[src/rtl/secuenciador_multdiv_if.sv]
// secuenciador_multdiv_if: EX-stage handshake and HI/LO bus between the pipeline and the mult/div sequencer
//   iniciar_EX, operacion_md_EX, entrada_a_EX, entrada_b_EX : pipeline -> sequencer
//   ocupado, listo, error_div0, hi, lo                      : sequencer -> pipeline
interface secuenciador_multdiv_if #(parameter int ANCHO = 32);
    logic             iniciar_EX;
    logic [1:0]       operacion_md_EX;
    logic [ANCHO-1:0] entrada_a_EX;
    logic [ANCHO-1:0] entrada_b_EX;
    logic             ocupado;
    logic             listo;
    logic             error_div0;
    logic [ANCHO-1:0] hi;
    logic [ANCHO-1:0] lo;
    modport master (
        output iniciar_EX, operacion_md_EX, entrada_a_EX, entrada_b_EX,
        input  ocupado, listo, error_div0, hi, lo
    );
    modport slave (
        input  iniciar_EX, operacion_md_EX, entrada_a_EX, entrada_b_EX,
        output ocupado, listo, error_div0, hi, lo
    );
endinterface

[src/rtl/secuenciador_multdiv.sv]
// secuenciador_multdiv: iterative MULT/MULTU/DIV/DIVU sequencer owning HI/LO, stalls EX while busy
//   clk, reset : clock and asynchronous active-high reset
//   md         : slave side of secuenciador_multdiv_if (request, operands, ocupado/listo, error_div0, hi/lo)
module secuenciador_multdiv #(
    parameter int ANCHO = 32
) (
    input logic                   clk,
    input logic                   reset,
    secuenciador_multdiv_if.slave md
);
    localparam int CW = $clog2(ANCHO);
    typedef enum logic [1:0] {IDLE, CALC, DONE} estado_t;
    estado_t            estado;
    logic [CW-1:0]      contador;
    logic               es_div, neg_q, neg_r, div0;
    logic [ANCHO-1:0]   operando_b;
    // upper half: multiply partial sum / divide remainder; lower half: multiplier / dividend-quotient
    logic [2*ANCHO-1:0] acc;
    logic               con_signo, signo_a, signo_b;
    logic [ANCHO-1:0]   a_abs, b_abs;
    logic [ANCHO:0]     suma, rem_sh, resta;
    logic [2*ANCHO-1:0] paso_mul, paso_div, prod_fin;
    logic [ANCHO-1:0]   hi_fin, lo_fin;
    always_comb begin
        con_signo = !md.operacion_md_EX[0];
        signo_a   = con_signo && md.entrada_a_EX[ANCHO-1];
        signo_b   = con_signo && md.entrada_b_EX[ANCHO-1];
        a_abs     = signo_a ? -md.entrada_a_EX : md.entrada_a_EX;
        b_abs     = signo_b ? -md.entrada_b_EX : md.entrada_b_EX;
        suma      = {1'b0, acc[2*ANCHO-1:ANCHO]} + (acc[0] ? {1'b0, operando_b} : '0);
        paso_mul  = {suma, acc[ANCHO-1:1]};
        rem_sh    = {acc[2*ANCHO-1:ANCHO], acc[ANCHO-1]};
        resta     = rem_sh - {1'b0, operando_b};
        // resta[ANCHO] is the borrow: keep the shifted remainder and shift in a 0 quotient bit
        paso_div  = {resta[ANCHO] ? rem_sh[ANCHO-1:0] : resta[ANCHO-1:0], acc[ANCHO-2:0], !resta[ANCHO]};
        prod_fin  = neg_q ? -acc : acc;
        hi_fin    = es_div ? (neg_r ? -acc[2*ANCHO-1:ANCHO] : acc[2*ANCHO-1:ANCHO]) : prod_fin[2*ANCHO-1:ANCHO];
        lo_fin    = es_div ? (neg_q ? -acc[ANCHO-1:0] : acc[ANCHO-1:0]) : prod_fin[ANCHO-1:0];
        md.ocupado = (estado == IDLE && md.iniciar_EX) || estado == CALC;
        md.listo   = estado == DONE;
    end
    always_ff @(posedge clk or posedge reset) begin
        if (reset) begin
            estado        <= IDLE;
            contador      <= '0;
            es_div        <= 1'b0;
            neg_q         <= 1'b0;
            neg_r         <= 1'b0;
            div0          <= 1'b0;
            operando_b    <= '0;
            acc           <= '0;
            md.hi         <= '0;
            md.lo         <= '0;
            md.error_div0 <= 1'b0;
        end else begin
            case (estado)
                IDLE: if (md.iniciar_EX) begin
                    es_div        <= md.operacion_md_EX[1];
                    operando_b    <= b_abs;
                    contador      <= '0;
                    md.error_div0 <= 1'b0;
                    if (md.operacion_md_EX[1] && md.entrada_b_EX == '0) begin
                        // divide by zero: HI gets the raw dividend, LO all ones, no sign fix-up
                        acc    <= {md.entrada_a_EX, {ANCHO{1'b1}}};
                        neg_q  <= 1'b0;
                        neg_r  <= 1'b0;
                        div0   <= 1'b1;
                        estado <= DONE;
                    end else begin
                        acc    <= {{ANCHO{1'b0}}, a_abs};
                        neg_q  <= signo_a ^ signo_b;
                        neg_r  <= signo_a;
                        div0   <= 1'b0;
                        estado <= CALC;
                    end
                end
                CALC: begin
                    acc      <= es_div ? paso_div : paso_mul;
                    contador <= contador + 1'b1;
                    if (contador == CW'(ANCHO-1)) estado <= DONE;
                end
                DONE: begin
                    md.hi         <= hi_fin;
                    md.lo         <= lo_fin;
                    md.error_div0 <= div0;
                    estado        <= IDLE;
                end
                default: estado <= IDLE;
            endcase
        end
    end
endmodule

[src/flat_wrapper.sv]
// flat-port wrapper written by rule: the top's interface ports become plain ports
module secuenciador_multdiv_flat 
#(
    parameter int ANCHO = 32
)
  (clk, reset, md_iniciar_EX, md_operacion_md_EX, md_entrada_a_EX, md_entrada_b_EX, md_ocupado, md_listo, md_error_div0, md_hi, md_lo);
  secuenciador_multdiv_if #(.ANCHO(ANCHO)) md_i ();
  input logic clk;
  input logic reset;
  input wire logic [$bits(md_i.iniciar_EX)-1:0] md_iniciar_EX;
  input wire logic [$bits(md_i.operacion_md_EX)-1:0] md_operacion_md_EX;
  input wire logic [$bits(md_i.entrada_a_EX)-1:0] md_entrada_a_EX;
  input wire logic [$bits(md_i.entrada_b_EX)-1:0] md_entrada_b_EX;
  output wire logic [$bits(md_i.ocupado)-1:0] md_ocupado;
  output wire logic [$bits(md_i.listo)-1:0] md_listo;
  output wire logic [$bits(md_i.error_div0)-1:0] md_error_div0;
  output wire logic [$bits(md_i.hi)-1:0] md_hi;
  output wire logic [$bits(md_i.lo)-1:0] md_lo;
  assign md_i.iniciar_EX = md_iniciar_EX;
  assign md_i.operacion_md_EX = md_operacion_md_EX;
  assign md_i.entrada_a_EX = md_entrada_a_EX;
  assign md_i.entrada_b_EX = md_entrada_b_EX;
  assign md_ocupado = md_i.ocupado;
  assign md_listo = md_i.listo;
  assign md_error_div0 = md_i.error_div0;
  assign md_hi = md_i.hi;
  assign md_lo = md_i.lo;
  secuenciador_multdiv #(.ANCHO(ANCHO)) u_core (.clk(clk), .reset(reset), .md(md_i));
endmodule
[config.mk]
export PLATFORM = sky130hd
export DESIGN_NAME = secuenciador_multdiv_flat
export DESIGN_NICKNAME = d
export VERILOG_FILES = /design/src/rtl/secuenciador_multdiv_if.sv /design/src/rtl/secuenciador_multdiv.sv /design/src/flat_wrapper.sv
export SDC_FILE = /design/constraint.sdc
export NUM_CORES = 1
export LEC_CHECK = 0
export BUFFER_PORTS_ARGS = -buffer_cell sky130_fd_sc_hd__buf_2
export CAP_MARGIN = 15
export CELL_PAD_IN_SITES_DETAIL_PLACEMENT = 1
export CELL_PAD_IN_SITES_GLOBAL_PLACEMENT = 1
export CORE_UTILIZATION = 49
export DETAILED_ROUTE_END_ITERATION = 6
export GPL_TIMING_DRIVEN = 0
export PLACE_DENSITY_LB_ADDON = 0.1
export SLEW_MARGIN = 20
export SYNTH_ARGS = -nofsm -noshare
export SYNTH_HDL_FRONTEND = slang
export SYNTH_SLANG_ARGS = --single-unit
[constraint.sdc]
create_clock -name clk -period 9.58 [get_ports clk]
set_clock_uncertainty 0.1 [all_clocks]
set_input_delay 1.916 -clock clk [delete_from_list [all_inputs] [get_ports clk]]
set_output_delay 1.916 -clock clk [all_outputs]
set_load 0.02 [all_outputs]
# Word level (Yosys, flattened, before mapping)
# Index checks and enable logic that the tools add are counted.
[word_totals]
output_inout_bits = 67
latch_bits = 0
in_bits = 69
reg_bits = 172
ramBits = 0
elab_cells = 64
romBits = 0
memories = 0
[op_classes]
muxes = 24
multipliers = 0
eq_ne = 5
order_cmp = 0
reduce_logical = 15
div_mod_pow = 0
n_addsub = 8
n_bitwise = 1
shifts = 0
[op_table]
columns = ["operator", "count"]
rows = [
  ["$mux 32", 8],
  ["$mux 64", 4],
  ["$neg 32->32", 4],
  ["$pmux 64 s2", 1],
  ["$neg 64->64", 1],
  ["$add 32x33->33", 1],
  ["$sub 33x32->33", 1],
  ["$logic_not 32->1", 1],
  ["$pmux 5 s2", 1],
  ["$reduce_and 2->1", 4],
  ["$mux 2", 3],
  ["$add 5x1->5 const B", 1],
  ["$eq 5x5->1 const B", 1],
  ["$mux 5", 1],
  ["$logic_and 1x1->1", 4],
  ["$mux 1", 4],
  ["$ne 2x2->1 const B", 2],
  ["$pmux 2 s2", 1],
  ["$reduce_bool 2->1", 2],
  ["$eq 2x1->1 const B", 1],
  ["$eq 2x2->1 const B", 1],
  ["$logic_not 1->1", 2],
  ["$logic_not 2->1", 1],
  ["$pmux 1 s2", 1],
  ["2 further kinds", 2],
]

# Longest topological paths before layout
[depth]
ltp_word = 6
mapped_depth = 15
depth_no_buf = 13

# Worst setup path after synthesis
# No wires, ideal clock.
[synth_timing]
kind = "input to output"
from = "in md_iniciar_EX"
to = "out md_ocupado"
required_ns = 7.564
path_buffers = 1
setup_slack_ns = 4.599
arrival_ns = 2.965
cell_stages = 4
cell_sequence = "nor2b_1 nor2_1 clkinv_1 clkbuf_1"
[synth_via]
elab_chain_cells = 2
[synth_lines]
columns = ["item", "line_no", "rtl"]
rows = [
  ["start: declaration", "flat_wrapper.sv:10", "input wire logic [$bits(md_i.iniciar_EX)-1:0] md_iniciar_EX;"],
  ["$logic_and 1x1->1", "secuenciador_multdiv.sv:39", "md.ocupado = (estado == IDLE && md.iniciar_EX) || estado == CALC;"],
  ["$logic_or 1x1->1", "secuenciador_multdiv.sv:39", ""],
  ["end: declaration", "flat_wrapper.sv:14", "output wire logic [$bits(md_i.ocupado)-1:0] md_ocupado;"],
]
# Every way passes these cells.

# Final worst setup path
# Same ends and word-level chain as after synthesis.

==> run_results.csv <==
group,metric,value,unit
status,status,"complete, no violations",
logic_synthesis,synth_cells,1700,
drt,detail_route.iter0.violations,998,
final_layout,fillers,3454,
logic_synthesis,synth-main-ff-cell,"dfrtp_1",
logic_synthesis,syn-cell-area,0.0137,mm^2
placement,dp_hpwl,40900,um
min_path,hold_class,"flop to flop",
placement,place_congestion,1.05,
global_routing,grt_start_max_net_pins,100,
drt,drc,0,
timing,setup_tns,0,ns
global_routing,grt_antenna_before_repair,1,
critical_path,rr_startpoint,"u_core.acc[0]",
logic_synthesis,synth_warnings,0,
clocking,clk_pin_slew,0.08,ns
final_layout,final_common_cell,"o21ai_0",
logic_synthesis,synth_cell_types,68,
timing,finalCriticalPeriod,6.13,ns
final_layout,final_net_count,1996,
die,core_area,0.0272,mm^2
clocking,clk_latency,0.46,ns
power,vdd_ir_drop_max,0.133,mV
final_layout,post-route-util,56.9,%
global_routing,grt_pass1_vias,14500,
logic_synthesis,ys_seq_area_share,31.5,%
timing,fmax,163,MHz
die,die_area,0.0286,mm^2
clocking,clock-sinks,172,
power,power_density,435,mW/mm^2
drt,drtPass1Iterations,5,
timing,final_hold_viol_count,0,
die,rows,60,
drt,viasPerCell,6.20,
die,die_y,169,um
placement,numPortBuffers,135,
clocking,cts-root-buf,"clkbuf_16",
critical_path,cp-end-kind,"output port",
timing,fin_crit_sh,64.0,%
die,die_w,169,um
final_layout,drive_above_1_share,11.5,%
drt,ant_nets,0,
logic_synthesis,postSynthAreaPerCell,8.05,um^2
clocking,cts_buffers,17,
min_path,holdPathEnd,"u_core.md.lo[25]",
power,power_leakage,6.70,nW
global_routing,track_usage,37.2,%
critical_path,reg2reg_depth,14,
critical_path,critPathKind,"input port to output port",
logic_synthesis,synth_enable_flop_cells,0,
critical_path,rr_endpoint,"u_core.acc[59]",
global_routing,grt_overflow,0,
critical_path,start_kind,"input port",
clocking,cts_resized,0,
critical_path,required,7.56,ns
clocking,cts_tree,"done",
drt,wl_per_cell,23.3,um
min_path,hold_depth,2,
min_path,holdCritStartpoint,"u_core.md.lo[25]",
logic_synthesis,ys_ff_latch,172,
critical_path,reg2reg_slack,4.73,ns
timing,finalSetupViolations,0,
drt,vias,13900,
timing,maxSlewHeadroom,36.3,%
global_routing,grt_pass1_wl,81500,um
critical_path,critical_path.max_fanout,10,
final_layout,fin_area,0.0155,mm^2
clocking,cts_max_level,4,
critical_path,arrival,4.11,ns
final_layout,mostFrequentLayoutCells,"o21ai_0, nand2_1, dfrtp_1, buf_2, a21oi_1",
timing,rsz0062_at_grt,"no",
final_layout,area_growth,13.0,%
logic_synthesis,synthArstFlopShare,100,%
timing,maxSlewViolCount,0,
logic_synthesis,synth_nets,1841,
drt,wl,52100,um
run,cap_violations,0,
die,initial_utilization,50.3,%
clocking,cts_max_path_buffers,2,
timing,worst_pin_slew,0.948,ns
placement,place_area,0.0149,mm^2
die,io_pins,136,
clocking,cts_setup_buffers,0,
clocking,cts_hold_buf,0,
state kept, by name, indices dropped and copies added, names as in the netlist:
signal and count:
u_core.es_div 1, u_core.neg_r 1, u_core.operando_b 32, u_core.div0 1, u_core.estado 2, u_core.neg_q 1
u_core.contador 5, u_core.md.error_div0 1, u_core.md.hi 32, u_core.md.lo 32, u_core.acc 64
per-layer routing:
metal,part of all wire (%),global-route usage (%)
met1,41,45.6
met3,6.5,5.89
met5,0,0
met2,48,63.4
met4,5.0,18.8
cell type report:
class                      count  area (um^2)  area share, %
multi-input combinational   1372         8770           56.8
sequential                   172         4300           27.9
timing repair buffer         136          703           4.55
tap                          372          465           3.01
clock buffer                  17          425           2.75
buffer                        95          373           2.41
inverter                      61          236           1.53
clock inverter                15          169           1.09
antenna                        1         2.50         0.0162
stage by stage:
step | std cells | power [mW] | hold WS, ns | setup WS, ns
floorplan | 1700 | 4.50 | 0.349 | 2.90
global placement | 2207 | 5.68 | 0.357 | 0.924
detailed placement | 2208 | 5.86 | 0.364 | 3.55
CTS | 2240 | 6.63 | 0.382 | 3.53
finish | 2241 | 6.72 | 0.377 | 3.45
global route | 2240 | 7.19 | 0.413 | 3.40
synthesized netlist by cell type, types with 6 or more instances:
master | n | area, um^2
o31ai_1 | 24 | 180
nor4_1 | 12 | 75.1
xnor2_1 | 77 | 674
clkbuf_1 | 86 | 323
and3_1 | 13 | 81.3
or3_1 | 16 | 100
nor2_1 | 129 | 484
o41ai_1 | 10 | 87.6
o21a_1 | 11 | 82.6
a221oi_1 | 15 | 131
nand2_1 | 195 | 732
o211ai_1 | 11 | 82.6
a31oi_1 | 18 | 113
a21oi_1 | 134 | 671
mux2_2 | 17 | 191
nor3_1 | 32 | 160
inv_1 | 59 | 221
a221o_1 | 6 | 60.1
nand3_1 | 25 | 125
a211oi_1 | 9 | 67.6
dfrtp_1 | 172 | 4300
o21ai_0 | 217 | 1090
or4_1 | 13 | 97.6
o221ai_1 | 14 | 123
nand4_1 | 14 | 87.6
o22ai_1 | 24 | 150
mux2i_1 | 33 | 330
xor2_1 | 98 | 858
ha_1 | 70 | 876
o21ai_1 | 6 | 30.0
a21o_1 | 28 | 210
nand2b_1 | 22 | 138
nor2b_1 | 18 | 113
kinds of logic after synthesis:
| logic type | Yosys count | share of synthesized area, % |
|---|---|---|
| and+or+nand+nor | 514 | 17.6 |
| adders and majority gates | 72 | 6.70 |
| DFF | 172 | 31.5 |
| AOI/OAI and AO/OA | 561 | 24.8 |
| buffers and inverters | 156 | 4.40 |
| xor gates and xnor gates | 175 | 11.2 |
| muxes | 50 | 3.81 |
worst max path at each step:
stage                             start                 end  slack [ns]  cells after the start
final                     md_iniciar_EX          md_ocupado        3.45                      6
after global routing      md_iniciar_EX          md_ocupado        3.40                      6
after CTS                 md_iniciar_EX          md_ocupado        3.53                      6
after detailed placement  md_iniciar_EX          md_ocupado        3.55                      6
after global placement            reset  u_core.contador[3]        0.92                      2
after floorplan                   reset       u_core.acc[0]        2.90                      1
power breakdown:
group          leakage [nW]  internal, mW  switching, mW
logic                  4.36          1.68           2.75
registers              2.05          1.09          0.471
clock network         0.289         0.352          0.379
total                  6.70          3.12           3.60
worst max-delay path, cell delays in order:
cell and delay [ns]:
buf_2 0.13, nor2b_1 0.16, nor2_1 0.67, clkinv_1 0.60, clkbuf_1 0.38, buf_2 0.25
No activity file was read; power rests on OpenSTA's default activity.
